[config.mk]
export PLATFORM = sky130hd
export DESIGN_NAME = multicycle_ctrl
export DESIGN_NICKNAME = d
export VERILOG_FILES = /design/src/rtl/proc_pkg.sv /design/src/rtl/cond_unit.sv /design/src/rtl/multicycle_ctrl.sv
export SDC_FILE = /design/constraint.sdc
export NUM_CORES = 1
export LEC_CHECK = 0
export CAP_MARGIN = 10
export CORE_MARGIN = 3
export CORE_UTILIZATION = 37
export DETAILED_ROUTE_END_ITERATION = 10
export PLACE_DENSITY = 0.95
export SYNTH_ARGS = -nofsm -noshare
export SYNTH_HDL_FRONTEND = slang
export SYNTH_SLANG_ARGS = --single-unit
[constraint.sdc]
create_clock -name clk -period 5.2 [get_ports clk]
set_input_delay 0.52 -clock clk [delete_from_list [all_inputs] [get_ports clk]]
set_output_delay 0.52 -clock clk [all_outputs]
set_load 0.005 [all_outputs]
[src/rtl/proc_pkg.sv]
`timescale 1ns/1ps
`default_nettype none
// +--------------------------------------------------------------------------+
// | Module   : proc_pkg                                                      |
// | Purpose  : Shared types and encodings for the multicycle ARM-subset      |
// |            control unit (FSM states, opcodes, condition codes, ALU and   |
// |            result-mux encodings).                                        |
// | Revision : 1.0  initial release                                          |
// +--------------------------------------------------------------------------+
package proc_pkg;

  typedef enum logic [3:0] {
    FETCH    = 4'd0,
    DECODE   = 4'd1,
    MEMADR   = 4'd2,
    MEMRD    = 4'd3,
    MEMWB    = 4'd4,
    MEMWR    = 4'd5,
    EXECUTER = 4'd6,
    EXECUTEI = 4'd7,
    ALUWB    = 4'd8,
    BRANCH   = 4'd9
  } statetype;

  // Instr[27:26]
  localparam logic [1:0] OP_DP  = 2'b00;
  localparam logic [1:0] OP_MEM = 2'b01;
  localparam logic [1:0] OP_B   = 2'b10;

  // Instr[31:28]
  localparam logic [3:0] COND_EQ = 4'h0;
  localparam logic [3:0] COND_NE = 4'h1;
  localparam logic [3:0] COND_CS = 4'h2;
  localparam logic [3:0] COND_CC = 4'h3;
  localparam logic [3:0] COND_MI = 4'h4;
  localparam logic [3:0] COND_PL = 4'h5;
  localparam logic [3:0] COND_VS = 4'h6;
  localparam logic [3:0] COND_VC = 4'h7;
  localparam logic [3:0] COND_HI = 4'h8;
  localparam logic [3:0] COND_LS = 4'h9;
  localparam logic [3:0] COND_GE = 4'hA;
  localparam logic [3:0] COND_LT = 4'hB;
  localparam logic [3:0] COND_GT = 4'hC;
  localparam logic [3:0] COND_LE = 4'hD;
  localparam logic [3:0] COND_AL = 4'hE;

  localparam logic [1:0] ALU_ADD = 2'b00;
  localparam logic [1:0] ALU_SUB = 2'b01;
  localparam logic [1:0] ALU_AND = 2'b10;
  localparam logic [1:0] ALU_ORR = 2'b11;

  localparam logic [1:0] RES_ALUOUT    = 2'b00;
  localparam logic [1:0] RES_DATA      = 2'b01;
  localparam logic [1:0] RES_ALURESULT = 2'b10;

endpackage
`default_nettype wire

[src/rtl/cond_unit.sv]
`timescale 1ns/1ps
`default_nettype none
// +--------------------------------------------------------------------------+
// | Module   : cond_unit                                                     |
// | Purpose  : NZCV flags register, condition-code evaluation and gating of  |
// |            the architectural write enables by the condition result.      |
// | Ports    : clk, reset (async, active-high)                               |
// |            cond_i[3:0]      instruction condition field                  |
// |            alu_flags_i[3:0] NZCV from the ALU this cycle                 |
// |            flag_w_i[1:0]    [1]=load N,Z  [0]=load C,V                    |
// |            reg_w_i, mem_w_i, branch_i, next_pc_i, pc_rd_i  raw controls  |
// |            cond_ex_o, reg_write_o, mem_write_o, pc_write_o               |
// | Revision : 1.0  initial release                                          |
// +--------------------------------------------------------------------------+
module cond_unit
  import proc_pkg::*;
#(
  parameter logic [3:0] FLAGS_RESET = 4'b0000
) (
  input  logic       clk,
  input  logic       reset,
  input  logic [3:0] cond_i,
  input  logic [3:0] alu_flags_i,
  input  logic [1:0] flag_w_i,
  input  logic       reg_w_i,
  input  logic       mem_w_i,
  input  logic       branch_i,
  input  logic       next_pc_i,
  input  logic       pc_rd_i,
  output logic       cond_ex_o,
  output logic       reg_write_o,
  output logic       mem_write_o,
  output logic       pc_write_o
);

  logic [3:0] flags_q;
  logic [3:0] flags_d;
  logic       w_n, w_z, w_c, w_v;

  assign {w_n, w_z, w_c, w_v} = flags_q;

  always_comb begin
    cond_ex_o = 1'b0;
    case (cond_i)
      COND_EQ: cond_ex_o = w_z;
      COND_NE: cond_ex_o = ~w_z;
      COND_CS: cond_ex_o = w_c;
      COND_CC: cond_ex_o = ~w_c;
      COND_MI: cond_ex_o = w_n;
      COND_PL: cond_ex_o = ~w_n;
      COND_VS: cond_ex_o = w_v;
      COND_VC: cond_ex_o = ~w_v;
      COND_HI: cond_ex_o = w_c & ~w_z;
      COND_LS: cond_ex_o = ~w_c | w_z;
      COND_GE: cond_ex_o = (w_n == w_v);
      COND_LT: cond_ex_o = (w_n != w_v);
      COND_GT: cond_ex_o = ~w_z & (w_n == w_v);
      COND_LE: cond_ex_o = w_z | (w_n != w_v);
      COND_AL: cond_ex_o = 1'b1;
      default: cond_ex_o = 1'b0;   // 1111 never executes
    endcase
  end

  // N,Z and C,V load independently so logical ops leave C,V untouched.
  always_comb begin
    flags_d = flags_q;
    if (flag_w_i[1] & cond_ex_o) flags_d[3:2] = alu_flags_i[3:2];
    if (flag_w_i[0] & cond_ex_o) flags_d[1:0] = alu_flags_i[1:0];
  end

  always_ff @(posedge clk or posedge reset) begin
    if (reset) flags_q <= FLAGS_RESET;
    else       flags_q <= flags_d;
  end

  assign reg_write_o = reg_w_i & cond_ex_o;
  assign mem_write_o = mem_w_i & cond_ex_o;
  // PC advance in FETCH is unconditional; branches and writes to R15 obey Cond.
  assign pc_write_o  = next_pc_i | ((branch_i | (reg_w_i & pc_rd_i)) & cond_ex_o);

endmodule
`default_nettype wire

[src/rtl/multicycle_ctrl.sv]
`timescale 1ns/1ps
`default_nettype none
// +--------------------------------------------------------------------------+
// | Module   : multicycle_ctrl                                               |
// | Purpose  : Moore main FSM and ALU decoder sequencing the shared ALU,     |
// |            unified memory and register file of the multicycle ARM       |
// |            subset (ADD/SUB/RSB/AND/ORR, LDR, STR, STRB, B).              |
// | Ports    : clk, reset (async, active-high), Instr[31:0], ALUFlags[3:0]   |
// |            PCWrite, AdrSrc, MemWrite, MemByte, IRWrite, RegWrite,        |
// |            ResultSrc[1:0], ALUSrcA, ALUSrcB[1:0], ImmSrc[1:0],           |
// |            RegSrc[1:0], ALUControl[1:0], Reverse, State[3:0]             |
// | Revision : 1.0  initial release                                          |
// +--------------------------------------------------------------------------+
module multicycle_ctrl
  import proc_pkg::*;
#(
  parameter logic [3:0] FLAGS_RESET = 4'b0000
) (
  input  logic        clk,
  input  logic        reset,
  input  logic [31:0] Instr,
  input  logic [3:0]  ALUFlags,
  output logic        PCWrite,
  output logic        AdrSrc,
  output logic        MemWrite,
  output logic        MemByte,
  output logic        IRWrite,
  output logic        RegWrite,
  output logic [1:0]  ResultSrc,
  output logic        ALUSrcA,
  output logic [1:0]  ALUSrcB,
  output logic [1:0]  ImmSrc,
  output logic [1:0]  RegSrc,
  output logic [1:0]  ALUControl,
  output logic        Reverse,
  output logic [3:0]  State
);

  statetype   state_q, state_d;
  logic [1:0] w_op;
  logic [5:0] w_funct;
  logic       w_ir_write, w_next_pc, w_reg_w, w_mem_w, w_branch, w_alu_op;
  logic [1:0] w_flag_w;
  logic [1:0] w_dec_ctrl;
  logic       w_dec_rev, w_dp_valid, w_arith;
  logic       w_cond_ex, w_reg_write, w_mem_write, w_pc_write;
  logic       w_unused;

  assign w_op     = Instr[27:26];
  assign w_funct  = Instr[25:20];
  assign w_unused = ^{Instr[19:16], Instr[11:0], w_cond_ex};

  always_ff @(posedge clk or posedge reset) begin
    if (reset) state_q <= FETCH;
    else       state_q <= state_d;
  end

  always_comb begin
    state_d = FETCH;
    case (state_q)
      FETCH:  state_d = DECODE;
      DECODE: begin
        case (w_op)
          OP_MEM:  state_d = MEMADR;
          OP_DP:   state_d = w_funct[5] ? EXECUTEI : EXECUTER;
          OP_B:    state_d = BRANCH;
          default: state_d = FETCH;          // Op=11 behaves as a NOP
        endcase
      end
      MEMADR:             state_d = w_funct[0] ? MEMRD : MEMWR;
      MEMRD:              state_d = MEMWB;
      EXECUTER, EXECUTEI: state_d = ALUWB;
      default:            state_d = FETCH;
    endcase
  end

  // ALU decoder over Funct[4:1]; unsupported encodings are turned into NOPs.
  always_comb begin
    w_dec_ctrl = ALU_ADD;
    w_dec_rev  = 1'b0;
    w_dp_valid = 1'b1;
    w_arith    = 1'b0;
    case (w_funct[4:1])
      4'b0100: begin w_dec_ctrl = ALU_ADD; w_arith = 1'b1; end
      4'b0010: begin w_dec_ctrl = ALU_SUB; w_arith = 1'b1; end
      4'b0011: begin w_dec_ctrl = ALU_SUB; w_arith = 1'b1; w_dec_rev = 1'b1; end
      4'b0000: w_dec_ctrl = ALU_AND;
      4'b1100: w_dec_ctrl = ALU_ORR;
      default: w_dp_valid = 1'b0;
    endcase
  end

  always_comb begin
    w_ir_write = 1'b0;
    w_next_pc  = 1'b0;
    w_reg_w    = 1'b0;
    w_mem_w    = 1'b0;
    w_branch   = 1'b0;
    w_alu_op   = 1'b0;
    AdrSrc     = 1'b0;
    MemByte    = 1'b0;
    ResultSrc  = RES_ALUOUT;
    ALUSrcA    = 1'b0;
    ALUSrcB    = 2'b00;
    ImmSrc     = 2'b00;
    RegSrc     = 2'b00;
    case (state_q)
      FETCH: begin
        w_ir_write = 1'b1;
        w_next_pc  = 1'b1;
        ALUSrcA    = 1'b1;
        ALUSrcB    = 2'b10;
        ResultSrc  = RES_ALURESULT;
      end
      DECODE: begin
        // PC already holds PC+4, so the ALU produces PC+8 for an R15 read.
        ALUSrcA   = 1'b1;
        ALUSrcB   = 2'b10;
        ResultSrc = RES_ALURESULT;
        ImmSrc    = (w_op == OP_B) ? 2'b10 : ((w_op == OP_MEM) ? 2'b01 : 2'b00);
        RegSrc    = {(w_op == OP_MEM) & ~w_funct[0], (w_op == OP_B)};
      end
      MEMADR: begin
        ALUSrcB = 2'b01;
        ImmSrc  = 2'b01;
      end
      MEMRD: AdrSrc = 1'b1;
      MEMWB: begin
        ResultSrc = RES_DATA;
        w_reg_w   = 1'b1;
      end
      MEMWR: begin
        AdrSrc  = 1'b1;
        w_mem_w = 1'b1;
        MemByte = w_funct[2];
      end
      EXECUTER: w_alu_op = 1'b1;
      EXECUTEI: begin
        ALUSrcB  = 2'b01;
        w_alu_op = 1'b1;
      end
      ALUWB:  w_reg_w = w_dp_valid;
      BRANCH: begin
        ALUSrcB   = 2'b01;
        ImmSrc    = 2'b10;
        ResultSrc = RES_ALURESULT;
        w_branch  = 1'b1;
      end
      default: ;
    endcase
  end

  assign ALUControl = w_alu_op ? w_dec_ctrl : ALU_ADD;
  assign Reverse    = w_alu_op & w_dec_rev;
  assign w_flag_w   = {2{w_alu_op & w_dp_valid & w_funct[0]}} & {1'b1, w_arith};

  cond_unit #(
    .FLAGS_RESET (FLAGS_RESET)
  ) u_cond (
    .clk         (clk),
    .reset       (reset),
    .cond_i      (Instr[31:28]),
    .alu_flags_i (ALUFlags),
    .flag_w_i    (w_flag_w),
    .reg_w_i     (w_reg_w),
    .mem_w_i     (w_mem_w),
    .branch_i    (w_branch),
    .next_pc_i   (w_next_pc),
    .pc_rd_i     (Instr[15:12] == 4'hF),
    .cond_ex_o   (w_cond_ex),
    .reg_write_o (w_reg_write),
    .mem_write_o (w_mem_write),
    .pc_write_o  (w_pc_write)
  );

  // Architectural write strobes are held off for as long as reset is high.
  assign PCWrite  = w_pc_write  & ~reset;
  assign MemWrite = w_mem_write & ~reset;
  assign RegWrite = w_reg_write & ~reset;
  assign IRWrite  = w_ir_write  & ~reset;
  assign State    = state_q;

endmodule
`default_nettype wire

==> metrics.csv, run 1 <==
stage,metric,value,unit
yosys,area share of the largest cell type after synthesis,0.241,
sta,Setup TNS,0,ns
cells_and_area,Layout Utilization,0.623,
routing,total routed wirelength,2500,um
yosys,Synth top cells by count,"sky130_fd_sc_hd__nor2_1, sky130_fd_sc_hd__nand2_1, sky130_fd_sc_hd__dfrtp_1, sky130_fd_sc_hd__a21oi_1, sky130_fd_sc_hd__inv_1",
cells_and_area,antenna cells,0,
yosys,compound-cell area share of the yosys netlist,0.180,
setup_path,Critical Path End Type,output pin,
floorplan,Total Die Area,2850,um2
cts,Clock Sinks,8,
cells_and_area,signed area change from the synthesized netlist to the final layout,52.8,%
floorplan,Initial Util,0.407,
floorplan,horizontal extent of the die,53.4,um
cells_and_area,number of nets in the finished design,186,
sta,Layout Skew,0.00137,ns
setup_path,CP max FO,7,
placed_design,last weighted congestion value of the routability-driven placer,0.811,
routing,DRC violation count after routing,0,
yosys,main area contributors after synthesis,"sky130_fd_sc_hd__dfrtp_1, sky130_fd_sc_hd__nor2_1, sky130_fd_sc_hd__a21oi_1",
yosys,biggest area consumer among synthesized cells,sky130_fd_sc_hd__dfrtp_1,
sta,period utilization,0.693,
setup_path,register-to-register setup slack,3.02,ns
yosys,most frequent cell after synthesis,sky130_fd_sc_hd__nor2_1,
setup_path,R2R cell count,6,
cts,number of clock buffers inserted by TritonCTS,3,
setup_path,Critical Path Start,Instr[29],
cts,clock transition time at the flip-flop clock pins of the worst setup and hold paths,0.05,ns
routing,DR WL/cell,14.4,um
power_and_ir_drop,static leakage,0.000538,uW
sta,number of max-slew violations in the final report,0,
sta,actual slew at the worst max-slew pin,0.534,ns
grt,overall track demand over capacity in global routing,0.195,
floorplan,floorplan core area,2040,um2
yosys,primary flip-flop cell chosen by synthesis mapping,sky130_fd_sc_hd__dfrtp_1,
setup_path,"Data arrival, critical path",3.08,ns
hold_path,startpoint of the lowest-slack hold path,u_cond.flags_q[1],
yosys,"Async S/R FF share, synth",1.00,
cts,# H-tree levels,1,
yosys,synthesized flop and latch total,8,
grt,overflow left after global routing,0,
routing,remaining number of nets flagged by the antenna check after routing,0,
placed_design,post-detail-place hpwl,1960,um
cells_and_area,fraction of final layout cells with drive strength greater than 1,0.0822,
cts,clock latency reported for the late side of the worst-skew pair,0.24,ns
hold_path,instance count along the most critical hold path,1,
cts,Resized Gates After CTS,0,
placed_design,total placed cells including tap cells,170,
yosys,Post-Syn Area,832,um2
job,number of max-cap violations,0,
cts,CTS tree,yes,
cts,clock root buffer,sky130_fd_sc_hd__clkbuf_4,
grt,wire length of the first global-routing pass,4160,um
sta,clock period minus worst slack,3.60,ns
floorplan,std cell rows,16,
yosys,XOR/XNOR Fraction of Synth Area,0.0526,
sta,Max transition margin,0.644,
setup_path,start-to-end type of the worst setup path,primary input to output pin,
cells_and_area,count of non-filler cells in the finished layout,173,
sta,maximum frequency from static timing analysis,0.277,GHz
routing,count of TritonRoute iterations in the first routing pass,4,
cts,"Hold-fix buffers, CTS",0,
yosys,post-synth cell types,40,
cells_and_area,filler cell count,194,
yosys,Post-Synth Simple-Gate Area,0.337,
sta,RSZ-0062 raised after global routing,no,
sta,# setup viols final,0,
grt,number of global-route vias before repair,939,
power_and_ir_drop,highest ir drop seen on vdd,0.000281,V
sta,hold slack,0.560,ns
cts,post-CTS setup buffers,0,
cts,clk buf depth,2,
floorplan,number of top-level pins,60,
hold_path,Hold Crit Class,register to register,
placed_design,# port buffers,43,
setup_path,worst r2r dst,u_cond.flags_q[1],
yosys,fraction of the mapped netlist area in adder cells,0,
yosys,fraction of the yosys area taken by sequential cells,0.241,
setup_path,data required time of the critical path,4.68,ns
yosys,multiplexer fraction of the synthesized cell area,0.101,
yosys,Post-Syn Nets,147,
setup_path,reg-to-reg startpoint,u_cond.flags_q[0],
yosys,dominant combinational cell family by area after synthesis,simple AND/OR/NAND/NOR gates,
yosys,synthesized area per cell,7.63,um2
routing,number of DRC violations after detailed-routing iteration 0,36,
sta,Final Hold Vio Count,0,
hold_path,worst hold path endpoint,u_cond.flags_q[1],
routing,detail-routed via count per cell,5.43,
routing,detailed-route via count,940,
yosys,post-synthesis instance total,109,
setup_path,Setup crit start kind,primary input,
grt,maximum number of pins on one net before global-route repair,19,
power_and_ir_drop,power density over cell area,403,nW/um2
yosys,number of flops mapped to enable cells by yosys,0,
yosys,number of warnings printed during yosys synthesis,0,
floorplan,height of the die,53.4,um
grt,number of antenna violations at the first check in global routing,0,
status,outcome,"complete, no violations",
[kinds of logic after synthesis]
family          after synthesis
compound gates               22
buf+inv                      16
flops                         8
xor+xnor                      5
simple gates                 51
mux                           7
[power by group]
group | leakage [uW] | total [uW] | internal [uW] | switching (uW)
clock | 0.0000138 | 43.7 | 26.2 | 17.5
combinational | 0.000418 | 333 | 194 | 139
sequential | 0.000107 | 136 | 83.1 | 52.8
total | 0.000538 | 512 | 303 | 209
[worst max-delay path by stage]
stage / slack [ns] / cells past startpoint / end
CTS: 1.59 / 8 / RegWrite
global route: 1.48 / 8 / PCWrite
floorplan: 2.92 / 6 / RegWrite
global placement: 1.65 / 8 / RegWrite
detailed placement: 1.61 / 8 / RegWrite
finish: 1.60 / 8 / RegWrite
[flip-flops by register name, summed over array words and instances, names as in the netlist]
| name | flops |
|---|---|
| u_cond.flags_q | 4 |
| State | 4 |
[layer usage]
layer / wire (um) / part of all wire / GRT usage / vias to the layer above
li1: - / - / - / 461
met5: 0 / 0 / 0 / -
met4: 0 / 0 / 0.0255 / 0
met1: 1060 / 0.42 / 0.235 / 427
met3: 209 / 0.084 / 0.0451 / 0
met2: 1230 / 0.49 / 0.353 / 52
[metrics by stage]
| step | setup slack (ns) | total power (uW) | instance area, um2 |
|---|---|---|---|
| after floorplan | 2.92 | 297 | 832 |
| after global placement | 1.65 | 454 | 1250 |
| after detailed placement | 1.61 | 465 | 1250 |
| after CTS | 1.59 | 516 | 1270 |
| after global routing | 1.48 | 557 | 1270 |
| final | 1.60 | 512 | 1270 |
[area by class of cell]
cell class	instances	area [um2]	share of cell area
Clock buffer	3	22.5	0.0177
Timing Repair Buffer	43	430	0.339
Multi-Input combinational cell	85	558	0.439
Inverter	7	26.3	0.0207
Sequential cell	8	200	0.157
Tap cell	27	33.8	0.0266
[critical path: stages]
cell	delay [ns]
sky130_fd_sc_hd__clkdlybuf4s50_1	0.59
sky130_fd_sc_hd__mux2_1	0.35
sky130_fd_sc_hd__nor3_1	0.20
sky130_fd_sc_hd__a211oi_1	0.08
sky130_fd_sc_hd__o2111a_1	0.20
sky130_fd_sc_hd__or2_2	0.32
sky130_fd_sc_hd__nor4_1	0.26
sky130_fd_sc_hd__clkdlybuf4s50_1	0.56
[layout by cell type, fill, tap and decap left out, types with 2 or more instances in the layout]
cell type and n:
sky130_fd_sc_hd__a211oi_1 3, sky130_fd_sc_hd__a21o_1 2, sky130_fd_sc_hd__a21oi_1 7, sky130_fd_sc_hd__a31oi_1 2, sky130_fd_sc_hd__and3_1 2, sky130_fd_sc_hd__and4_1 2
sky130_fd_sc_hd__clkbuf_4 3, sky130_fd_sc_hd__clkdlybuf4s50_1 43, sky130_fd_sc_hd__dfrtp_1 8, sky130_fd_sc_hd__inv_1 6, sky130_fd_sc_hd__mux2_2 2, sky130_fd_sc_hd__mux2_4 2
sky130_fd_sc_hd__mux2i_1 2, sky130_fd_sc_hd__nand2_1 9, sky130_fd_sc_hd__nand2b_1 2, sky130_fd_sc_hd__nor2_1 14, sky130_fd_sc_hd__nor2b_1 2, sky130_fd_sc_hd__nor3_1 5
sky130_fd_sc_hd__nor3b_1 2, sky130_fd_sc_hd__nor4_1 4, sky130_fd_sc_hd__o21ai_0 2, sky130_fd_sc_hd__o22ai_1 2, sky130_fd_sc_hd__or2_2 2, sky130_fd_sc_hd__xnor2_1 3
sky130_fd_sc_hd__xor2_1 2
No activity file was read; power rests on OpenSTA's default activity.
==> inputs of run 2 (changes only) <==
- CORE_UTILIZATION: 37 -> 31
- PLACE_DENSITY: 0.95 -> 0.87
- clock period: 5.2 -> 3.1 ns (I/O delays scaled with it)
==> run 2 against run 1 <==
Worst hold slack got worse by 0.21 ns. Non-clock buffer count increased by 2. Clock power increased by 72%. Global-route usage decreased by 5.5 points. Routed wire length decreased by 5.8%. Die area increased by 17%.
==> metrics.csv, run 2 (synthesis results as in run 1) <==
stage,metric,value,unit,change
cts,Clock Sinks,8,,unchanged
floorplan,std cell rows,18,,+2
cts,number of clock buffers inserted by TritonCTS,3,,unchanged
floorplan,floorplan core area,2520,um2,+24%
setup_path,Setup crit start kind,primary input,,
routing,number of DRC violations after detailed-routing iteration 0,21,,-42%
cts,clock root buffer,sky130_fd_sc_hd__clkbuf_4,,
routing,detail-routed via count per cell,5.47,,+0.71%
cts,clock transition time at the flip-flop clock pins of the worst setup and hold paths,0.05,ns,about the same
power_and_ir_drop,static leakage,0.000572,uW,+6.2%
setup_path,critical-path cell with the highest stage delay,sky130_fd_sc_hd__clkdlybuf4s50_1,,
setup_path,CP max FO,3,,-4
cts,clock latency reported for the late side of the worst-skew pair,0.25,ns,about the same
grt,maximum number of pins on one net before global-route repair,19,,unchanged
setup_path,CP endpoint,PCWrite,,
hold_path,Hold Crit Class,primary input to asynchronous set/reset pin,,
cells_and_area,Layout Utilization,0.518,,-0.104
sta,# setup viols final,0,,unchanged
cells_and_area,signed area change from the synthesized netlist to the final layout,57.1,%,
placed_design,last weighted congestion value of the routability-driven placer,0.825,,+1.7%
sta,Layout Skew,0.00190,ns,+0.000537 ns
setup_path,Critical Path End Type,output pin,,
sta,Final Hold Vio Count,0,,unchanged
cells_and_area,count of non-filler cells in the finished layout,178,,+2.9%
sta,Setup TNS,0,ns,unchanged
routing,DR WL/cell,13.2,um,-8.4%
cts,clk buf depth,2,,unchanged
setup_path,worst r2r dst,u_cond.flags_q[0],,
setup_path,series of cell instances along the critical path,clkdlybuf4s50_1 -> mux2_1 -> nor3_2 -> a211oi_1 -> o2111a_1 -> or2_2 -> o31ai_2 -> clkdlybuf4s50_1,,
floorplan,Total Die Area,3340,um2,+17%
routing,total routed wirelength,2350,um,-5.8%
placed_design,Area after DPL,1270,um2,+1.5%
cells_and_area,final cell area excluding filler cells,1310,um2,+2.9%
setup_path,reg-to-reg startpoint,u_cond.flags_q[0],,
routing,detailed-route via count,974,,+3.6%
setup_path,data required time of the critical path,2.79,ns,-1.89 ns
placed_design,post-detail-place hpwl,1860,um,-5.3%
sta,actual slew at the worst max-slew pin,0.557,ns,+0.0229 ns
cts,# H-tree levels,1,,unchanged
sta,period utilization,0.973,,
setup_path,critical path's most frequent cell,sky130_fd_sc_hd__clkdlybuf4s50_1,,
cts,"Hold-fix buffers, CTS",0,,unchanged
job,number of max-cap violations,0,,unchanged
setup_path,R2R cell count,6,,unchanged
floorplan,horizontal extent of the die,57.8,um,+8.2%
routing,count of TritonRoute iterations in the first routing pass,4,,unchanged
sta,RSZ-0062 raised after global routing,no,,
sta,clock period minus worst slack,3.02,ns,
setup_path,"Data arrival, critical path",2.71,ns,-0.37 ns
setup_path,Max stage delay on crit path,0.55,ns,-0.04 ns
setup_path,register-to-register setup slack,0.95,ns,-2.07 ns
setup_path,Critical Path Start,Instr[29],,
floorplan,number of top-level pins,60,,unchanged
setup_path,start-to-end type of the worst setup path,primary input to output pin,,
cells_and_area,number of nets in the finished design,188,,+1.1%
placed_design,# port buffers,43,,unchanged
cells_and_area,"top library cells by usage in the layout, fill and taps aside","sky130_fd_sc_hd__clkdlybuf4s50_1, sky130_fd_sc_hd__nor2_1, sky130_fd_sc_hd__nand2_1",,
status,outcome,"complete, no violations",,
grt,overall track demand over capacity in global routing,0.140,,-0.0551
placed_design,pre-CTS setup slack,0.0224,ns,-1.59 ns
grt,overflow left after global routing,0,,unchanged
power_and_ir_drop,highest ir drop seen on vdd,0.000503,V,+79%
routing,remaining number of nets flagged by the antenna check after routing,0,,unchanged
placed_design,total placed cells including tap cells,175,,+2.9%
floorplan,height of the die,57.8,um,+8.2%
sta,worst setup margin,0.0846,ns,-1.51 ns
sta,number of max-slew violations in the final report,0,,unchanged
cts,CTS tree,yes,,
sta,Max transition margin,0.629,,-0.0152
grt,number of antenna violations at the first check in global routing,0,,unchanged
sta,maximum frequency from static timing analysis,0.332,GHz,
grt,wire length of the first global-routing pass,3730,um,-10%
cells_and_area,fraction of final layout cells with drive strength greater than 1,0.115,,+0.0327
grt,number of global-route vias before repair,892,,-5.0%
cells_and_area,"leading cell type in the layout, fill and taps excluded",sky130_fd_sc_hd__clkdlybuf4s50_1,,
routing,DRC violation count after routing,0,,unchanged
power_and_ir_drop,power density over cell area,660,nW/um2,+64%
floorplan,Initial Util,0.330,,-0.0776
cells_and_area,antenna cells,0,,unchanged
-- run 2: cell types whose count changed in the layout (fill, tap and decap cells not counted), sizes merged --
cell,before,now
clkdlybuf4s50,43,41
buf,0,2
dlymetal6s2s,0,1
dlygate4sd2,0,1
-- run 2: cell type report --
cell class              instances  area (um2)
inverters                       7        26.3
multi-input cells              85         574
well taps                      30        37.5
repair buffers                 45         447
fillers                       250        1210
flip-flops and latches          8         200
clock buffers                   3        22.5
-- run 2: worst max-delay path: cells and delay by family --
| kind | cells | cell delay, ns |
|---|---|---|
| buffers and inverters | 2 | 1.04 |
| AO/OA/AOI/OAI | 3 | 0.53 |
| multiplexers | 1 | 0.34 |
| AND/OR/NAND/NOR | 2 | 0.49 |
-- run 2: worst min-delay path by stage --
stage	from	end	slack [ns]	depth (start not counted)
final	reset	State[1]	0.35	2
after global routing	reset	u_cond.flags_q[3]	0.41	2
after CTS	reset	State[1]	0.36	2
after detailed placement	u_cond.flags_q[1]	u_cond.flags_q[1]	0.55	1
after global placement	u_cond.flags_q[1]	u_cond.flags_q[1]	0.55	1
after floorplan	reset	State[0]	0.13	1
-- run 2: metrics by stage --
step | total power, uW | hold WS [ns]
after global placement | 765 | 0.546
after detailed placement | 776 | 0.549
after CTS | 860 | 0.365
after floorplan | 498 | 0.126
after global routing | 928 | 0.414
final | 863 | 0.354
-- run 2: layer usage --
layer	up-vias	wire length, um	global-route usage
met5	-	0	0
met4	0	38	0.0695
met3	4	224	0.0200
met2	47	1110	0.242
met1	450	976	0.168
li1	473	-	-
-- run 2: repair_timing --
| item | CTS | global route |
|---|---|---|
| pin swaps | 0 | 0 |
| cloned | 0 | 0 |
| endpoints found under the setup margin | 1 | 2 |
| resized for setup | 2 | 3 |
| setup buffers | 0 | 0 |
-- run 2: power by group --
group	internal, uW	switching [uW]	leakage, uW	total [uW]
registers	139	91.0	0.000107	230
logic	328	229	0.000451	557
clock network	44.0	31.2	0.0000138	75.3
==> inputs of run 3 (changes only) <==
- CTS_CLUSTER_DIAMETER: not set -> 60
- CTS_CLUSTER_SIZE: not set -> 10
==> results of run 3 <==
Same layout as run 2: the final DEF is identical, and so are final timing and power.
